==> src/rtl/rx_frame_ctrl_pkg.sv <==
`default_nettype none
// ============================================================================
// Module   : eth_pkg
// Purpose  : Shared Ethernet RX constants, FSM state type and the
//            destination-address filter helper for rx_frame_ctrl.
// Revision : 1.0  initial release
// ============================================================================
package eth_pkg;

  typedef enum logic [2:0] {
    IDLE = 3'd0,
    PRE  = 3'd1,
    HDR  = 3'd2,
    PAY  = 3'd3,
    DROP = 3'd4
  } rx_frm_state_t;

  localparam logic [7:0]  ETH_PREAMBLE  = 8'h55;
  localparam logic [7:0]  ETH_SFD       = 8'hD5;
  localparam int          ETH_FCS_LEN   = 4;
  localparam logic [47:0] ETH_MAC_BCAST = 48'hFFFF_FFFF_FFFF;

  // Accept when promiscuous, addressed to this station, or broadcast.
  function automatic logic destMatch(input logic [47:0] dest,
                                     input logic [47:0] station,
                                     input logic        promisc);
    return promisc || (dest == station) || (dest == ETH_MAC_BCAST);
  endfunction

endpackage
`default_nettype wire

==> src/rtl/rx_frame_ctrl_if.sv <==
`default_nettype none
// ============================================================================
// Module   : rx_frame_ctrl_if
// Purpose  : MAC byte stream in / frame byte stream out of rx_frame_ctrl.
//            master = stream source and frame sink, slave = the controller.
// Revision : 1.0  initial release
// ============================================================================
interface rx_frame_ctrl_if;
  logic [7:0] rxDataIn;
  logic       rxDataValidIn;
  logic       rxDataLastIn;
  logic [7:0] frmDataOut;
  logic       frmValidOut;
  logic       frmLastOut;
  logic       frmErrOut;

  modport master (
    output rxDataIn, rxDataValidIn, rxDataLastIn,
    input  frmDataOut, frmValidOut, frmLastOut, frmErrOut
  );

  modport slave (
    input  rxDataIn, rxDataValidIn, rxDataLastIn,
    output frmDataOut, frmValidOut, frmLastOut, frmErrOut
  );
endinterface
`default_nettype wire

==> src/rtl/rx_frame_ctrl_byte_delay_line.sv <==
`default_nettype none
// ============================================================================
// Module   : byte_delay_line
// Purpose  : DEPTH-byte shift register holding the newest bytes of a frame.
//            Exposes the oldest byte, the whole contents (oldest in the MSBs)
//            and a full flag. Flush has priority over shift.
// Revision : 1.0  initial release
// ============================================================================
module byte_delay_line #(
  parameter int DEPTH = 5
) (
  input  logic               clkIn,
  input  logic               rstNIn,
  input  logic               shiftIn,
  input  logic               flushIn,
  input  logic [7:0]         dataIn,
  output logic [7:0]         oldestOut,
  output logic [DEPTH*8-1:0] contentsOut,
  output logic               fullOut
);
  localparam int FILL_W = $clog2(DEPTH + 1);

  logic [DEPTH*8-1:0] rData;
  logic [FILL_W-1:0]  rFill;

  // Shift newest byte into the LSBs; fill level saturates at DEPTH.
  always_ff @(posedge clkIn or negedge rstNIn) begin
    if (!rstNIn) begin
      rData <= '0;
      rFill <= '0;
    end else if (flushIn) begin
      rData <= '0;
      rFill <= '0;
    end else if (shiftIn) begin
      rData <= {rData[DEPTH*8-9:0], dataIn};
      if (rFill != FILL_W'(DEPTH)) begin
        rFill <= rFill + FILL_W'(1);
      end
    end
  end

  assign oldestOut   = rData[DEPTH*8-1 -: 8];
  assign contentsOut = rData;
  assign fullOut     = (rFill == FILL_W'(DEPTH));
endmodule
`default_nettype wire

==> src/rtl/rx_frame_ctrl.sv <==
`default_nettype none
// ============================================================================
// Module   : rx_frame_ctrl
// Purpose  : Frame controller behind the RX MAC: preamble/SFD hunt, dest-MAC
//            filter, runt/giant policing, FCS strip and frame statistics.
// Revision : 1.0  initial release
// ============================================================================
module rx_frame_ctrl
  import eth_pkg::*;
#(
  parameter int MAX_FRAME_LEN = 1518,
  parameter int MIN_FRAME_LEN = 64,
  parameter int CNT_W         = 32
) (
  input  logic                clkIn,
  input  logic                rstNIn,
  input  logic [47:0]         macAddrIn,
  input  logic                promiscIn,
  rx_frame_ctrl_if.slave      frmIf,
  output logic [CNT_W-1:0]    goodCntOut,
  output logic [CNT_W-1:0]    dropCntOut,
  output logic [CNT_W-1:0]    errCntOut
);
  localparam logic [2:0] ST_IDLE = IDLE;
  localparam logic [2:0] ST_PRE  = PRE;
  localparam logic [2:0] ST_HDR  = HDR;
  localparam logic [2:0] ST_PAY  = PAY;
  localparam logic [2:0] ST_DROP = DROP;

  // The delay line holds dest bytes 0..4 during HDR and the FCS-sized tail in PAY.
  localparam int DL_DEPTH = ETH_FCS_LEN + 1;
  localparam int LEN_W    = $clog2(MAX_FRAME_LEN + 2);
  localparam logic [LEN_W-1:0] LEN_MAX = LEN_W'(MAX_FRAME_LEN);
  localparam logic [LEN_W-1:0] LEN_SAT = LEN_W'(MAX_FRAME_LEN + 1);
  localparam logic [LEN_W-1:0] LEN_MIN = LEN_W'(MIN_FRAME_LEN);

  logic [2:0]            rState, wNextState;
  logic [LEN_W-1:0]      rLen;
  logic                  wByte, wShift, wFlush, wLenClr;
  logic                  wEmit, wEmitLast, wEmitErr;
  logic                  wIncGood, wIncDrop, wIncErr;
  logic [7:0]            wOldest;
  logic [DL_DEPTH*8-1:0] wHeld;
  logic                  wFull, wMatch;

  // A last pulse overrides a coincident valid byte.
  assign wByte  = frmIf.rxDataValidIn & ~frmIf.rxDataLastIn;
  assign wMatch = destMatch({wHeld, frmIf.rxDataIn}, macAddrIn, promiscIn);

  byte_delay_line #(.DEPTH(DL_DEPTH)) uDelay (
    .clkIn       (clkIn),
    .rstNIn      (rstNIn),
    .shiftIn     (wShift),
    .flushIn     (wFlush),
    .dataIn      (frmIf.rxDataIn),
    .oldestOut   (wOldest),
    .contentsOut (wHeld),
    .fullOut     (wFull)
  );

  // Next-state, emit and counter-increment decisions for the arriving cycle.
  always_comb begin
    wNextState = rState;
    wShift     = 1'b0;
    wLenClr    = 1'b0;
    wEmit      = 1'b0;
    wEmitLast  = 1'b0;
    wEmitErr   = 1'b0;
    wIncGood   = 1'b0;
    wIncDrop   = 1'b0;
    wIncErr    = 1'b0;
    case (rState)
      ST_IDLE: begin
        if (wByte) begin
          if (frmIf.rxDataIn == ETH_PREAMBLE) begin
            wNextState = ST_PRE;
          end else begin
            wNextState = ST_DROP;
            wIncDrop   = 1'b1;
          end
        end
      end
      ST_PRE: begin
        if (frmIf.rxDataLastIn) begin
          wNextState = ST_IDLE;
          wIncDrop   = 1'b1;
        end else if (wByte) begin
          if (frmIf.rxDataIn == ETH_SFD) begin
            wNextState = ST_HDR;
            wLenClr    = 1'b1;
          end else if (frmIf.rxDataIn != ETH_PREAMBLE) begin
            wNextState = ST_DROP;
            wIncDrop   = 1'b1;
          end
        end
      end
      ST_HDR: begin
        if (frmIf.rxDataLastIn) begin
          wNextState = ST_IDLE;
          wIncDrop   = 1'b1;
        end else if (wByte) begin
          // Full means bytes 0..4 are held, so this byte is dest byte 5.
          if (!wFull) begin
            wShift = 1'b1;
          end else if (wMatch) begin
            wShift     = 1'b1;
            wEmit      = 1'b1;
            wNextState = ST_PAY;
          end else begin
            wNextState = ST_DROP;
            wIncDrop   = 1'b1;
          end
        end
      end
      ST_PAY: begin
        if (frmIf.rxDataLastIn) begin
          // Oldest held byte is the final payload byte; the rest is FCS.
          wEmit      = 1'b1;
          wEmitLast  = 1'b1;
          wEmitErr   = (rLen < LEN_MIN);
          wIncErr    = wEmitErr;
          wIncGood   = ~wEmitErr;
          wNextState = ST_IDLE;
        end else if (wByte) begin
          if (rLen == LEN_MAX) begin
            wEmit      = 1'b1;
            wEmitLast  = 1'b1;
            wEmitErr   = 1'b1;
            wIncErr    = 1'b1;
            wNextState = ST_DROP;
          end else begin
            wShift = 1'b1;
            wEmit  = 1'b1;
          end
        end
      end
      ST_DROP: begin
        if (frmIf.rxDataLastIn) begin
          wNextState = ST_IDLE;
        end
      end
      default: wNextState = ST_IDLE;
    endcase
    wFlush = (wNextState != ST_HDR) && (wNextState != ST_PAY);
  end

  // Frame state register.
  always_ff @(posedge clkIn or negedge rstNIn) begin
    if (!rstNIn) rState <= ST_IDLE;
    else         rState <= wNextState;
  end

  // Bytes since SFD, saturating one past the maximum frame length.
  always_ff @(posedge clkIn or negedge rstNIn) begin
    if (!rstNIn) begin
      rLen <= '0;
    end else if (wLenClr) begin
      rLen <= '0;
    end else if (wByte && (rState == ST_HDR || rState == ST_PAY) && rLen != LEN_SAT) begin
      rLen <= rLen + LEN_W'(1);
    end
  end

  // Registered frame output stream.
  always_ff @(posedge clkIn or negedge rstNIn) begin
    if (!rstNIn) begin
      frmIf.frmDataOut  <= '0;
      frmIf.frmValidOut <= 1'b0;
      frmIf.frmLastOut  <= 1'b0;
      frmIf.frmErrOut   <= 1'b0;
    end else begin
      frmIf.frmValidOut <= wEmit;
      frmIf.frmLastOut  <= wEmitLast;
      frmIf.frmErrOut   <= wEmitErr;
      if (wEmit) frmIf.frmDataOut <= wOldest;
    end
  end

  // Wrapping frame statistics.
  always_ff @(posedge clkIn or negedge rstNIn) begin
    if (!rstNIn) begin
      goodCntOut <= '0;
      dropCntOut <= '0;
      errCntOut  <= '0;
    end else begin
      if (wIncGood) goodCntOut <= goodCntOut + CNT_W'(1);
      if (wIncDrop) dropCntOut <= dropCntOut + CNT_W'(1);
      if (wIncErr)  errCntOut  <= errCntOut + CNT_W'(1);
    end
  end
endmodule
`default_nettype wire

==> src/flat_wrapper.sv <==
// flat-port wrapper written by rule: the top's interface ports become plain ports
module rx_frame_ctrl_flat import eth_pkg::*;
#(
  parameter int MAX_FRAME_LEN = 1518,
  parameter int MIN_FRAME_LEN = 64,
  parameter int CNT_W         = 32
)
  (clkIn, rstNIn, macAddrIn, promiscIn, goodCntOut, dropCntOut, errCntOut, frmIf_rxDataIn, frmIf_rxDataValidIn, frmIf_rxDataLastIn, frmIf_frmDataOut, frmIf_frmValidOut, frmIf_frmLastOut, frmIf_frmErrOut);
  rx_frame_ctrl_if frmIf_i ();
  input  logic clkIn;
  input  logic rstNIn;
  input  logic [47:0] macAddrIn;
  input  logic promiscIn;
  output logic [CNT_W-1:0] goodCntOut;
  output logic [CNT_W-1:0] dropCntOut;
  output logic [CNT_W-1:0] errCntOut;
  input wire logic [$bits(frmIf_i.rxDataIn)-1:0] frmIf_rxDataIn;
  input wire logic [$bits(frmIf_i.rxDataValidIn)-1:0] frmIf_rxDataValidIn;
  input wire logic [$bits(frmIf_i.rxDataLastIn)-1:0] frmIf_rxDataLastIn;
  output wire logic [$bits(frmIf_i.frmDataOut)-1:0] frmIf_frmDataOut;
  output wire logic [$bits(frmIf_i.frmValidOut)-1:0] frmIf_frmValidOut;
  output wire logic [$bits(frmIf_i.frmLastOut)-1:0] frmIf_frmLastOut;
  output wire logic [$bits(frmIf_i.frmErrOut)-1:0] frmIf_frmErrOut;
  assign frmIf_i.rxDataIn = frmIf_rxDataIn;
  assign frmIf_i.rxDataValidIn = frmIf_rxDataValidIn;
  assign frmIf_i.rxDataLastIn = frmIf_rxDataLastIn;
  assign frmIf_frmDataOut = frmIf_i.frmDataOut;
  assign frmIf_frmValidOut = frmIf_i.frmValidOut;
  assign frmIf_frmLastOut = frmIf_i.frmLastOut;
  assign frmIf_frmErrOut = frmIf_i.frmErrOut;
  rx_frame_ctrl #(.MAX_FRAME_LEN(MAX_FRAME_LEN), .MIN_FRAME_LEN(MIN_FRAME_LEN), .CNT_W(CNT_W)) u_core (.clkIn(clkIn), .rstNIn(rstNIn), .macAddrIn(macAddrIn), .promiscIn(promiscIn), .frmIf(frmIf_i), .goodCntOut(goodCntOut), .dropCntOut(dropCntOut), .errCntOut(errCntOut));
endmodule
==> config.mk <==
export PLATFORM = sky130hd
export DESIGN_NAME = rx_frame_ctrl_flat
export DESIGN_NICKNAME = d
export VERILOG_FILES = /design/src/rtl/rx_frame_ctrl_pkg.sv /design/src/rtl/rx_frame_ctrl_if.sv /design/src/rtl/rx_frame_ctrl_byte_delay_line.sv /design/src/rtl/rx_frame_ctrl.sv /design/src/flat_wrapper.sv
export SDC_FILE = /design/constraint.sdc
export NUM_CORES = 1
export LEC_CHECK = 0
export ABC_AREA = 1
export CAP_MARGIN = 0
export CORE_UTILIZATION = 46
export DETAILED_ROUTE_END_ITERATION = 6
export GPL_TIMING_DRIVEN = 0
export PLACE_DENSITY_LB_ADDON = 0.05
export RECOVER_POWER = 50
export SKIP_CTS_REPAIR_TIMING = 1
export SLEW_MARGIN = 25
export SYNTH_ARGS = -nofsm -noshare
export SYNTH_HDL_FRONTEND = slang
export SYNTH_HIERARCHICAL = 1
export SYNTH_SLANG_ARGS = --single-unit
==> constraint.sdc <==
create_clock -name clkIn -period 6.9 [get_ports clkIn]
set_clock_uncertainty 0.2 [all_clocks]
set_input_delay 1.38 -clock clkIn [delete_from_list [all_inputs] [get_ports clkIn]]
set_output_delay 1.38 -clock clkIn [all_outputs]
set_load 0.01 [all_outputs]
==> flow_metrics.tcl <==
set metrics [dict create \
    run_status "finished, violations left" \
    violations "capacitance limit, slew limit" \
    ys_ff_latch 164 \
    maxSlewHeadroom_pct -14.6 \
    io_buffers 167 \
    crit_end "u_core/uDelay/contentsOut[1]$_DFFE_PN0P_" \
    power_per_cell_area_nw_per_um2 172 \
    cts_tree "yes" \
    via_per_inst 4.92 \
    layout_commonest_cell "nand2_1" \
    pin_count 168 \
    core_um2 20200 \
    crit_type "in -> reg" \
    fin_util_pct 59.3 \
    total_power_mw 2.06 \
    drive_gt1_share_pct 5.48 \
    max_freq_mhz 246 \
    cts-buffers-inserted 17 \
    die_h_um 145 \
    ir_drop_uv 177 \
    startpoint_type "input port" \
    die_x_um 145 \
    dp_slack_ns 2.34 \
    fin_ws_ns 2.84 \
    grt_max_degree 76 \
    crit_fanout 10 \
    wire_per_inst_um 13.2 \
    antenna_cells 0 \
    synth-async-reset-ratio_pct 100 \
    cts.sinks 164 \
    area_growth_pct 26.5 \
    clock_latency_ns 0.43 \
    finalSetupViolCount 0 \
    start_util_pct 46.9 \
    yosys_warnings 6 \
    syn-num-nets 1309 \
    critPathMaxStageDelay_ns 0.57 \
    rrSetupSlack_ns 3.91 \
    dp_hpwl_um 17400 \
    clockBufferDepth 2 \
    cp-startpoint "frmIf_rxDataIn[0]" \
    antenna_left 0 \
    final-hold-violation-count 0 \
    dr.pass1.iters 5 \
    h-tree-depth 4 \
    synth-edff-count 0 \
    cpMostUsedCell "nand2_1" \
    die_area_um2 21100 \
    period_share_pct 58.9 \
    grt_pass1_wl_um 39000 \
    syn-cell-area_um2 9460 \
    antenna_found_initial 0 \
    p_leak_nw 5.75 \
    grtUsageTotal_pct 22.6 \
    drv_slew 27 \
    synth_cell_type_count 36 \
    drc 0 \
    grt_pass1_vias 7959 \
    drtIter0Drc 380 \
    gp_congestion 0.892 \
    fin_nets 1497 \
    synthFlopType "dfrtp_1" \
    cp_data_arrival_time_ns 4.23 \
    syn-instance-count 1241 \
    cts-root-buf "clkbuf_16" \
    final_cell_mix "nand2_1 (450), dfrtp_1 (164), clkdlybuf4s50_1 (138)" \
    required_ns 7.06 \
    hp-class "reg -> reg" \
    num_rows 52 \
    reg2reg_depth 9 \
    clk_pin_slew_ns 0.06 \
    worstMarginPinSlew_ns 1.72 \
    crit_path_top_delay_cell "clkdlybuf4s50_1" \
    synth-seq-area-share_pct 43.4 \
    r2r_start "u_core/rState[2]$_DFF_PN0_" \
    grt_overflow 0 \
    cp-end-kind "register" \
    crit_chain "clkdlybuf4s50_1 > nand4_1 > nor3_1 > nand3_1 > inv_1 > a21oi_1 > o211ai_1 > nand2_1 > nor2_2 > buf_2 > nand2_1 > nand2_1" \
    reg2reg_to "u_core/goodCntOut[29]$_DFFE_PN0P_" \
    rsz0062_at_grt "no" \
    placed_cell_area_um2 11500 \
    vias 8428 \
    min_period_ns 4.06 \
    syn_area_per_cell_um2 7.62 \
    final_area_um2 12000 \
    drt_wl_total_um 22600 \
    cap_violations 1 \
]
metal layers:
| layer | vias up | track usage (%) | wire length (um) |
|---|---|---|---|
| met3 | 26 | 4.23 | 867 |
| li1 | 4295 | - | - |
| met2 | 162 | 35.3 | 10300 |
| met1 | 3945 | 32.2 | 11100 |
| met4 | 0 | 6.11 | 331 |
| met5 | - | 0 | 0 |
area by class of cell:
type / instances / area (um2)
fill: 1903 / 8200
multi-input combinational: 923 / 4640
sequential: 164 / 4100
timing repair buffer: 169 / 1720
inverter: 124 / 465
clock buffer: 22 / 464
tap: 270 / 338
buffer: 30 / 163
clock inverter: 10 / 76.3
through the flow:
| step | hold slack [ns] | cells | setup TNS [ns] |
|---|---|---|---|
| after global routing | 0.305 | 1712 | 0 |
| after CTS | 0.286 | 1712 | 0 |
| after global placement | 0.266 | 1678 | -435.23 |
| final | 0.283 | 1712 | 0 |
| after detailed placement | 0.269 | 1680 | 0 |
| after floorplan | 0.293 | 1241 | 0 |
worst min path at each step:
stage                                                endpoint  slack, ns  depth (start not counted)                                       from
floorplan           u_core/uDelay/contentsOut[36]$_DFFE_PN0P_       0.29                          2  u_core/uDelay/contentsOut[36]$_DFFE_PN0P_
global placement            u_core/goodCntOut[31]$_DFFE_PN0P_       0.27                          1          u_core/goodCntOut[31]$_DFFE_PN0P_
detailed placement          u_core/goodCntOut[31]$_DFFE_PN0P_       0.27                          1          u_core/goodCntOut[31]$_DFFE_PN0P_
CTS                         u_core/goodCntOut[31]$_DFFE_PN0P_       0.29                          1          u_core/goodCntOut[31]$_DFFE_PN0P_
global route                u_core/goodCntOut[31]$_DFFE_PN0P_       0.30                          1          u_core/goodCntOut[31]$_DFFE_PN0P_
finish                      u_core/goodCntOut[31]$_DFFE_PN0P_       0.28                          1          u_core/goodCntOut[31]$_DFFE_PN0P_
cell families (layout without fill, tap and decap cells):
logic type	count (synthesis)	after routing	share of synthesized area, %
xor+xnor	123	123	11.4
flops	164	164	43.4
mux	1	1	0.119
simple gates	736	736	34.3
compound gates	56	56	3.18
fa+ha+maj	7	7	0.926
buf+inv	154	355	6.69
flip-flops by register name, summed over array words and instances, names as in the netlist:
name / count
u_core/errCntOut: 32
u_core/goodCntOut: 32
u_core/frmIf.frmLastOut: 1
u_core/rLen: 11
u_core/frmIf.frmDataOut: 8
u_core/uDelay/rFill: 3
u_core/dropCntOut: 32
u_core/frmIf.frmValidOut: 1
u_core/rState: 3
u_core/uDelay/contentsOut: 40
u_core/frmIf.frmErrOut: 1
cell usage after synthesis, drive strengths merged, types with 2 or more instances:
cell type | number | share of area (%)
ha | 7 | 0.93
nand4 | 30 | 2.0
nor3b | 2 | 0.16
or2 | 3 | 0.22
nor4 | 15 | 1.4
nor2 | 106 | 5.1
nor3 | 50 | 2.8
dfrtp | 164 | 43
xor2 | 63 | 5.8
buf | 24 | 1.5
nand3 | 71 | 3.8
o211ai | 3 | 0.24
o21ai | 41 | 2.2
nand3b | 3 | 0.28
xnor2 | 60 | 5.6
inv | 124 | 4.9
a21oi | 8 | 0.42
nand2 | 456 | 19
clkbuf | 6 | 0.24
report_power, final:
part | leakage (nW) | switching, mW | total (mW) | internal [mW]
Clock | 0.245 | 0.394 | 0.876 | 0.481
Combinational | 3.31 | 0.0904 | 0.179 | 0.0886
Sequential | 2.19 | 0.0239 | 1.00 | 0.977
critical path: cells and delay by family:
family	cells	cell delay, ns
buffers and inverters	3	1.11
and+or+nand+nor	7	1.56
AOI/OAI and AO/OA	2	0.17
(Power assumes the default switching activity.)
